## config.mk

```make
export PLATFORM = sky130hd
export DESIGN_NAME = fb_write_arbiter
export DESIGN_NICKNAME = d
export VERILOG_FILES = /design/src/rtl/fb_pkg.sv /design/src/rtl/rr_arbiter2.sv /design/src/rtl/fb_write_arbiter.sv
export SDC_FILE = /design/constraint.sdc
export NUM_CORES = 1
export LEC_CHECK = 0
export CAP_MARGIN = 30
export CORE_MARGIN = 3
export CORE_UTILIZATION = 46
export DETAILED_ROUTE_END_ITERATION = 6
export MAX_ROUTING_LAYER = met4
export PLACE_DENSITY = 0.85
export SYNTH_ARGS = -nofsm -noshare
export SYNTH_HDL_FRONTEND = slang
export SYNTH_HIERARCHICAL = 1
export SYNTH_SLANG_ARGS = --single-unit
```

## constraint.sdc

```tcl
create_clock -name clk_25 -period 4.1 [get_ports clk_25]
set_input_delay 0.82 -clock clk_25 [delete_from_list [all_inputs] [get_ports clk_25]]
set_output_delay 0.82 -clock clk_25 [all_outputs]
set_load 0.02 [all_outputs]
```

## src/rtl/fb_pkg.sv

```systemverilog
// ---------------------------------------------------------------------------
// fb_pkg
//   Shared constants and helpers for the 1-bpp QQVGA (160x120) frame buffer.
//   Used by the write arbiter, the drawing engines and the VGA scan-out so
//   that all of them agree on geometry and on the x/y -> address mapping.
//
//   Contents:
//     ADDR_WIDTH, H_RES, V_RES, FB_DEPTH, X_WIDTH, Y_WIDTH  geometry constants
//     LAST_ADDR                                             final buffer address
//     fb_state_e                                            write-port FSM states
//     xy_to_addr()                                          row-major address
//     xy_in_range()                                         coordinate bound test
// ---------------------------------------------------------------------------
package fb_pkg;

  localparam int ADDR_WIDTH = 15;   // 2^15 >= 160*120
  localparam int H_RES      = 160;  // active pixels per line
  localparam int V_RES      = 120;  // active lines per frame
  localparam int FB_DEPTH   = H_RES * V_RES;
  localparam int X_WIDTH    = 8;
  localparam int Y_WIDTH    = 7;

  localparam logic [ADDR_WIDTH-1:0] LAST_ADDR = ADDR_WIDTH'(FB_DEPTH - 1);

  typedef enum logic {
    IDLE  = 1'b0,
    CLEAR = 1'b1
  } fb_state_e;

  // Row-major address. Evaluated in ADDR_WIDTH bits; for in-range
  // coordinates the result never exceeds LAST_ADDR, so nothing wraps.
  function automatic logic [ADDR_WIDTH-1:0] xy_to_addr(
    input logic [X_WIDTH-1:0] x,
    input logic [Y_WIDTH-1:0] y
  );
    return ADDR_WIDTH'(y) * ADDR_WIDTH'(H_RES) + ADDR_WIDTH'(x);
  endfunction

  function automatic logic xy_in_range(
    input logic [X_WIDTH-1:0] x,
    input logic [Y_WIDTH-1:0] y
  );
    return (x < X_WIDTH'(H_RES)) && (y < Y_WIDTH'(V_RES));
  endfunction

endpackage

```

## src/rtl/rr_arbiter2.sv

```systemverilog
// ---------------------------------------------------------------------------
// rr_arbiter2
//   Two-input round-robin arbiter. A lone requester always wins; under
//   contention the requester that did not win last time gets the grant.
//   The history register only moves when the owner reports a transfer.
//
//   Ports:
//     clk_25   in   pixel clock
//     reset_n  in   asynchronous active-low reset (history -> client 1)
//     req      in   [1:0] request vector, bit 0 = client A, bit 1 = client B
//     advance  in   a granted request transferred this cycle
//     grant    out  [1:0] one-hot grant (all zero when nobody requests)
// ---------------------------------------------------------------------------
module rr_arbiter2 (
  input  logic       clk_25,
  input  logic       reset_n,
  input  logic [1:0] req,
  input  logic       advance,
  output logic [1:0] grant
);

  // 0 = client A won last, 1 = client B won last. Resetting to B makes A
  // the winner of the first contention.
  logic last_grant;

  // NOTE: every combinational output gets a default before the case so no
  // path leaves it unassigned, which would otherwise infer a latch.
  always_comb begin
    grant = 2'b00;
    case (req)
      2'b01:   grant = 2'b01;
      2'b10:   grant = 2'b10;
      2'b11:   grant = last_grant ? 2'b01 : 2'b10;
      default: grant = 2'b00;
    endcase
  end

  // NOTE: state registers use non-blocking assignments so every flop in the
  // design samples pre-edge values, independent of block evaluation order.
  always_ff @(posedge clk_25 or negedge reset_n) begin
    if (!reset_n) begin
      last_grant <= 1'b1;
    end else if (advance && (grant != 2'b00)) begin
      last_grant <= grant[1];
    end
  end

endmodule

```

## src/rtl/fb_write_arbiter.sv

```systemverilog
// ---------------------------------------------------------------------------
// fb_write_arbiter
//   Owner of the single frame-buffer write port. Shares it between two
//   pixel-draw clients with round-robin arbitration and runs a full-screen
//   clear that pre-empts both clients. All port outputs are registered, so a
//   client transfer appears on the write port one cycle later.
//
//   Ports:
//     clk_25, reset_n              pixel clock, async active-low reset
//     clear_start, clear_value     one-cycle clear request and its fill value
//     clear_busy                   clear sequence is writing
//     a_valid/a_ready/a_x/a_y/a_pixel   client A valid/ready write channel
//     b_valid/b_ready/b_x/b_y/b_pixel   client B valid/ready write channel
//     we, write_addr, pixel        registered frame-buffer write port
//     oob_err                      one-cycle pulse: accepted write was off-screen
// ---------------------------------------------------------------------------
module fb_write_arbiter
  import fb_pkg::*;
(
  input  logic                  clk_25,
  input  logic                  reset_n,

  input  logic                  clear_start,
  input  logic                  clear_value,
  output logic                  clear_busy,

  input  logic                  a_valid,
  output logic                  a_ready,
  input  logic [X_WIDTH-1:0]    a_x,
  input  logic [Y_WIDTH-1:0]    a_y,
  input  logic                  a_pixel,

  input  logic                  b_valid,
  output logic                  b_ready,
  input  logic [X_WIDTH-1:0]    b_x,
  input  logic [Y_WIDTH-1:0]    b_y,
  input  logic                  b_pixel,

  output logic                  we,
  output logic [ADDR_WIDTH-1:0] write_addr,
  output logic                  pixel,
  output logic                  oob_err
);

  fb_state_e             state;
  logic [ADDR_WIDTH-1:0] clear_cnt;   // address currently presented by the clear
  logic                  clear_val;   // fill value latched at clear_start

  logic [1:0]            grant;
  logic                  port_free;
  logic                  a_xfer;
  logic                  b_xfer;
  logic                  xfer;

  logic [X_WIDTH-1:0]    sel_x;
  logic [Y_WIDTH-1:0]    sel_y;
  logic                  sel_pixel;

  // -------------------------------------------------------------------------
  // Arbitration and handshake
  // -------------------------------------------------------------------------
  rr_arbiter2 u_arb (
    .clk_25  (clk_25),
    .reset_n (reset_n),
    .req     ({b_valid, a_valid}),
    .advance (xfer),
    .grant   (grant)
  );

  // A clear request in the same cycle takes the port, so clients are held
  // off combinationally and get served once the clear has finished.
  assign port_free = (state == IDLE) && !clear_start;
  assign a_ready   = port_free && grant[0];
  assign b_ready   = port_free && grant[1];

  assign a_xfer    = a_valid && a_ready;
  assign b_xfer    = b_valid && b_ready;
  assign xfer      = a_xfer || b_xfer;

  // Grant is one-hot, so at most one client transfers; pick its payload.
  always_comb begin
    sel_x     = a_x;
    sel_y     = a_y;
    sel_pixel = a_pixel;
    if (b_xfer) begin
      sel_x     = b_x;
      sel_y     = b_y;
      sel_pixel = b_pixel;
    end
  end

  // -------------------------------------------------------------------------
  // FSM, clear counter and registered write port
  // -------------------------------------------------------------------------
  always_ff @(posedge clk_25 or negedge reset_n) begin
    if (!reset_n) begin
      state      <= IDLE;
      clear_cnt  <= '0;
      clear_val  <= 1'b0;
      clear_busy <= 1'b0;
      we         <= 1'b0;
      write_addr <= '0;
      pixel      <= 1'b0;
      oob_err    <= 1'b0;
    end else begin
      case (state)
        IDLE: begin
          if (clear_start) begin
            // Present address 0 straight away so the clear spans exactly
            // FB_DEPTH cycles of write-port activity.
            state      <= CLEAR;
            clear_cnt  <= '0;
            clear_val  <= clear_value;
            clear_busy <= 1'b1;
            we         <= 1'b1;
            write_addr <= '0;
            pixel      <= clear_value;
            oob_err    <= 1'b0;
          end else if (xfer) begin
            // Off-screen writes are still accepted so a client never stalls;
            // they only raise oob_err and leave the port idle.
            if (xy_in_range(sel_x, sel_y)) begin
              we         <= 1'b1;
              write_addr <= xy_to_addr(sel_x, sel_y);
              pixel      <= sel_pixel;
              oob_err    <= 1'b0;
            end else begin
              we         <= 1'b0;
              oob_err    <= 1'b1;
            end
          end else begin
            // Idle cycle: address and data hold their last values.
            we      <= 1'b0;
            oob_err <= 1'b0;
          end
        end

        CLEAR: begin
          oob_err <= 1'b0;
          if (clear_cnt == LAST_ADDR) begin
            state      <= IDLE;
            clear_busy <= 1'b0;
            we         <= 1'b0;
          end else begin
            clear_cnt  <= clear_cnt + 1'b1;
            write_addr <= clear_cnt + 1'b1;
            pixel      <= clear_val;
            we         <= 1'b1;
          end
        end

        default: begin
          state      <= IDLE;
          clear_busy <= 1'b0;
          we         <= 1'b0;
          oob_err    <= 1'b0;
        end
      endcase
    end
  end

endmodule
```

# Word level (Yosys, flattened, before mapping)
# Index checks and enable logic that the tools add are counted.
totals:
  word_cells: 69
  ff_bits: 37
  input_bits: 38
  output_inout_bits: 21
op_classes:
  eq_ne: 9
  mux: 31
  n_addsub: 2
  order_cmp: 2
  n_reduce_logical: 14
  n_bitwise: 1
  multipliers: 1
ops:
  columns: ["operator", "count"]
  rows:
  - ["2-to-1 mux 15 bit", 5]
  - ["one-hot mux 15 bit (2 select lines)", 2]
  - ["adder 15 x 1 -> 15 bit (second input constant)", 1]
  - ["adder 15 x 8 -> 15 bit", 1]
  - ["equality test 15 bit (second input constant)", 1]
  - ["2-to-1 mux 1 bit", 15]
  - ["multiplier 7 x 3 -> 10 bit (second input constant)", 1]
  - ["one-hot mux 1 bit (2 select lines)", 5]
  - ["< comparator 8 bit (second input constant)", 1]
  - ["2-to-1 mux 8 bit", 1]
  - ["logical AND 1 bit", 7]
  - ["< comparator 7 bit (second input constant)", 1]
  - ["2-to-1 mux 7 bit", 1]
  - ["inequality test 3 x 2 -> 1 bit (second input constant)", 2]
  - ["one-hot mux 2 bit (3 select lines)", 1]
  - ["AND reduction 2 bit", 3]
  - ["equality test 2 bit (second input constant)", 2]
  - ["inequality test 2 bit (second input constant)", 2]
  - ["AND reduction 3 bit", 1]
  - ["equality test 2 x 1 -> 1 bit (second input constant)", 1]
  - ["2-to-1 mux 2 bit", 1]
  - ["inequality test 2 x 1 -> 1 bit (second input constant)", 1]
  - ["nonzero test 2 bit", 1]
  - ["zero test 1 bit", 1]
  - ["other kinds (2)", 2]

# Depth between registers and ports, before layout
# Gate-level depths: netlist of run 1.
logic_depth:
  ltp_word: 11
  ltp_mapped: 17
  mapped_depth_nobuf: 15

# By module
# Netlist of run 1, hierarchy kept.
by_module_without_submodules:
  columns: ["mod", "area_each_um2", "cells_each", "seq_area_each_um2", "n_inst"]
  rows:
  - ["fb_write_arbiter", 2578.7, 285, 900.9, 1]
  - ["rr_arbiter2", 56.3, 6, 26.3, 1]

# Least setup slack after synthesis of run 1
# No wires, ideal clock.
synth_path:
  path_type: "input port to flip-flop"
  from: "in b_valid"
  to: "reg write_addr[12]"
  setup_ps: 123
  t_arrival_ps: 4189
  cell_stages: 16
  n_path_buf: 3
  path_slack_ps: -212
  required_ps: 3977
  path_cell_list: "a21boi_0 -> nor4bb_4 -> buf_6 -> buf_4 -> buf_2 -> mux2_2 -> ha_1 -> ha_1 -> inv_1 -> fa_1 -> xnor2_1 -> nand3b_1 -> nor4_4 -> xnor2_1 -> a2bb2oi_1 -> a21oi_2"
synth_via:
  elab_chain_cells: 11
  elab_cells_between_ends: 23
  classes_between: "1 x add/sub; 1 x mul; 2 x order compare; 5 x eq/ne; 7 x mux; 7 x reduce/logical"
synth_rtl:
  columns: ["element", "line_no", "text"]
  rows:
  - ["start: declaration", "fb_write_arbiter.sv:33", "input logic b_valid,"]
  - ["equality test 2 bit or equality test 2 x 1 -> 1 bit (tied branches)", "rr_arbiter2.sv:30", "case (req)"]
  - ["one-hot mux 2 bit (3 select lines)", "rr_arbiter2.sv:30", null]
  - ["logical AND 1 bit", "fb_write_arbiter.sv:74", "assign b_ready = port_free && grant[1];"]
  - ["logical AND 1 bit", "fb_write_arbiter.sv:77", "assign b_xfer = b_valid && b_ready;"]
  - ["2-to-1 mux 7 bit", "fb_write_arbiter.sv:85", "if (b_xfer) begin"]
  - ["multiplier 7 x 3 -> 10 bit", "fb_pkg.sv:36", "return ADDR_WIDTH'(y) * ADDR_WIDTH'(H_RES) + ADDR_WIDTH'(x);"]
  - ["adder 15 x 8 -> 15 bit", "fb_pkg.sv:36", null]
  - ["2-to-1 mux 15 bit", "fb_write_arbiter.sv:122", "if (xy_in_range(sel_x, sel_y)) begin"]
  - ["2-to-1 mux 15 bit", "fb_write_arbiter.sv:119", "end else if (xfer) begin"]
  - ["2-to-1 mux 15 bit", "fb_write_arbiter.sv:108", "if (clear_start) begin"]
  - ["one-hot mux 15 bit (2 select lines)", "fb_write_arbiter.sv:106", "case (state)"]
  - ["end signal: assignment", "fb_write_arbiter.sv:124", "write_addr <= xy_to_addr(sel_x, sel_y);"]
  - ["end signal: assignment", "fb_write_arbiter.sv:146", "write_addr <= clear_cnt + 1'b1;"]
  - ["end: declaration", "fb_write_arbiter.sv:40", "output logic [ADDR_WIDTH-1:0] write_addr,"]
# Several ways; a longest one is shown, not always the timed one. The select of a mux whose other input is x is not followed.
# A chain may end at the register's enable or synchronous reset.

# Worst setup path in the final report of run 1
layout_path:
  from: "in b_valid"
  to: "reg write_addr[13]"
layout_via:
  elab_chain_cells: 11
  elab_cells_between_ends: 23
  classes_between: "1 x add/sub; 1 x mul; 2 x order compare; 5 x eq/ne; 7 x mux; 7 x reduce/logical"
layout_rtl:
  columns: ["element", "line_no", "text"]
  rows:
  - ["equality test 2 bit or equality test 2 x 1 -> 1 bit (tied branches)", "rr_arbiter2.sv:30", null]
  - ["one-hot mux 2 bit (3 select lines) *", "rr_arbiter2.sv:30", null]
  - ["named net grant[1]", "fb_write_arbiter.sv:49", "logic [1:0] grant;"]
  - ["logical AND 1 bit *", "fb_write_arbiter.sv:74", null]
  - ["logical AND 1 bit *", "fb_write_arbiter.sv:77", null]
  - ["2-to-1 mux 7 bit", "fb_write_arbiter.sv:85", null]
  - ["multiplier 7 x 3 -> 10 bit", "fb_pkg.sv:36", null]
  - ["adder 15 x 8 -> 15 bit", "fb_pkg.sv:36", null]
  - ["2-to-1 mux 15 bit", "fb_write_arbiter.sv:122", null]
  - ["2-to-1 mux 15 bit", "fb_write_arbiter.sv:119", null]
  - ["2-to-1 mux 15 bit", "fb_write_arbiter.sv:108", null]
  - ["one-hot mux 15 bit (2 select lines)", "fb_write_arbiter.sv:106", null]
# Mark *: on every way through the listed nets, which the timed path passes. The rest lies on a longest branch. The select of a mux whose other input is x is not followed.

==> results of run 1 <==
==> critical path, delay by kind of cell <==
kind                       cells  cell delay, ps
adders and majority gates      3             840
muxes                          1             340
and+or+nand+nor                4             930
AOI/OAI and AO/OA              3             510
buffers and inverters          5             750
==> flip-flops by register name, summed over array words and instances (netlist names) <==
name              count
clear_busy            1
clear_cnt            15
clear_val             1
oob_err               1
pixel                 1
state                 1
u_arb/last_grant      1
we                    1
write_addr           15
==> logic make-up (layout without fill, tap and decap cells) <==
logic type / count (synthesis) / after routing / synth area share, %
fa+ha+maj: 13 / 13 / 6.74
compound gates: 58 / 58 / 14.6
xor+xnor: 25 / 25 / 8.88
flops: 37 / 37 / 35.2
buf+inv: 25 / 108 / 5.18
mux: 12 / 12 / 5.41
simple gates: 121 / 121 / 24.0
==> routing by layer <==
metal  GRT usage (%)  wire length (µm)
met5               -                 0
met4            10.1               167
met3            5.48               522
met2            36.1              3480
met1            27.5              2930
==> through the flow <==
step                total power, µW  area [µm²]  util, %
floorplan                       805        2650        -
global placement                999        3410     63.9
global route                   1380        3600     67.5
CTS                            1300        3570     67.0
detailed placement             1020        3410     63.9
finish                         1310        3600     67.5
==> path summary, 6_finish.rpt <==
path	from	end	slack [ps]	depth (start not counted)
worst max-delay path	b_valid	write_addr[13]	130	16
worst min-delay path	clear_busy	clear_busy	520	2
worst max register to register	u_arb/last_grant	write_addr[13]	510	15
worst min register to register	clear_busy	clear_busy	520	2
max in group asynchronous	reset_n	u_arb/last_grant	2790	2
min in group asynchronous	reset_n	clear_cnt[3]	950	2
==> synth_stat cells (all sizes together), types with 3 or more instances <==
master and count:
nand2 43, a31oi 11, mux2 8, o21ai 14, nor3b 4, nand3 9
nor2 34, inv 10, or2 3, buf 13, xor2 12, a21oi 11
mux2i 4, dfrtp 36, nand2b 4, and3 3, ha 11, nor2b 4
a22oi 6, nand4 5, and2 3, xnor2 13
==> final cells by class <==
cell class / count / area, µm² / share of cell area, %
Multi-Input combinational cell: 229 / 1630 / 45.3
Sequential cell: 37 / 927 / 25.7
Timing Repair Buffer: 90 / 826 / 22.9
Tap cell: 70 / 87.6 / 2.43
Clock buffer: 7 / 86.3 / 2.40
Inverter: 10 / 37.5 / 1.04
Clock inverter: 1 / 7.51 / 0.208
==> power groups by stage <==
stage / Combinational, µW / Sequential, µW / Clock (µW)
after CTS: 501 / 529 / 276
after detailed placement: 487 / 534 / 0
after global placement: 469 / 530 / 0
final: 503 / 530 / 274
after floorplan: 244 / 560 / 0
after global routing: 548 / 544 / 293
==> timing repair <==
item | in CTS | in global routing
buffers inserted | 5 | 1
endpoints found under the setup margin | 3 | 4
pin swaps | 5 | 6
resized for setup | 9 | 9
==> flow_metrics.tcl, run 1 <==
set metrics [dict create \
    p_seq_share_pct 40.6 \
    cts_buffer_depth 2 \
    clkPwrFrac_pct 20.9 \
    ir_drop_v 0.000258 \
    fillers 423 \
    die_w_um 81.7 \
    pwr-share-comb_pct 38.5 \
    async_flop_share_pct 100 \
    drc 0 \
    drv_cap 0 \
    area_growth_pct 36.7 \
    numPortBuffers 58 \
    grt_pass1_vias 2430 \
    nNetsFinal 424 \
    switching_share_pct 35.4 \
    yosysTopAreaCell "dfrtp_1" \
    firstDrtPassIters 4 \
    internal_power_uw 844 \
    netlist_area_um2 2640 \
    synth-edff-count 0 \
    critPathCaptureType "flop" \
    cp-start-kind "input pin" \
    num_vias 2462 \
    grt_max_degree 38 \
    grt_pass1_wl_um 11300 \
    setup_viol 0 \
    synth_top_area_share_pct 34.2 \
    layout_commonest_cell "clkdlybuf4s50_1" \
    ctsHoldBuffers 0 \
    ys.flop_type "dfrtp_1" \
    wire_per_inst_um 16.0 \
    powerDensity_nw_per_um2 363 \
    cts_sinks 37 \
    drt-total-wl_um 7090 \
    insertion_delay_ps 300 \
    status "finished clean" \
    drv_slew 0 \
    dp_cells 430 \
    finalWorstSetupSlack_ps 133 \
    yosys_register_bits 37 \
    critPathArrivalTime_ps 4180 \
    grt_remaining_overflow 0 \
    mostFrequentLayoutCells "clkdlybuf4s50_1, nand2_1, dfrtp_1, nor2_1, buf_4" \
    core_area_um2 5340 \
    clk_pin_slew_ps 70 \
    period_share_pct 96.8 \
    die_y_um 81.7 \
    dpl_worst_slack_ps -502 \
    criticalPathCategory "input pin to flop" \
    synth.distinct_cells 58 \
    power_leakage_uw 0.00156 \
    root_buffer "clkbuf_8" \
    path_max_fanout 6 \
    ys_seq_area_share_pct 35.2 \
    p_sw_uw 462 \
    critPathSlowestCell "fa_2" \
    track_usage_pct 22.7 \
    final-hold-violation-count 0 \
    skew_ps 8.33 \
    crit_required_ps 4310 \
    place_hpwl_um 5240 \
    stdcell_count 444 \
    max_slew_margin_pct 62.1 \
    synth_cells 291 \
    ios 59 \
    period_minus_slack_ps 3970 \
    worst_pin_slew_ps 567 \
    holdWs_ps 523 \
    synth_nets 342 \
    max_freq_mhz 252 \
    ctsHtreeMaxLevel 2 \
    path_cells "clkdlybuf4s15_1 -> a21boi_4 -> nor4bb_4 -> buf_6 -> buf_4 -> mux2_2 -> ha_1 -> ha_2 -> inv_1 -> fa_2 -> nand3b_1 -> buf_6 -> nor4_4 -> a21o_1 -> nand3_1 -> a31oi_1" \
    max_stage_delay_ps 440 \
    layout-drive-gt1-share_pct 19.3 \
    ant_nets 0 \
    antenna_found_initial 0 \
    cts_inserted_buffers 5 \
    place_congestion 0.860 \
    yosys_warnings 6 \
    cts_tree "done" \
    drt_iter0_markers 164 \
    avgViaCountPerCell 5.55 \
    avgSynthCellArea_um2 9.06 \
    critPathMostFrequentCell "buf_6" \
    ys_top_cells_by_area "dfrtp_1, nand2_1, ha_1, nor2_1, xnor2_1" \
    setup-tns-final_ps 0 \
    row_count 26 \
    antenna_cells 0 \
    dieArea_um2 6670 \
    start_util_pct 49.4 \
    hp-class "flop to flop" \
]
No activity file was read; power rests on OpenSTA's default activity.
==> run 2, diff against run 1 <==
--- a/config.mk
+++ b/config.mk
@@ -5,7 +5,7 @@
 export SDC_FILE = /design/constraint.sdc
 export NUM_CORES = 1
 export LEC_CHECK = 0
-export CAP_MARGIN = 30
+export CAP_MARGIN = 10
 export CORE_MARGIN = 3
 export CORE_UTILIZATION = 46
 export DETAILED_ROUTE_END_ITERATION = 6
==> results of run 2 <==
Same layout as run 1: the final DEF is identical, and so are final timing and power.
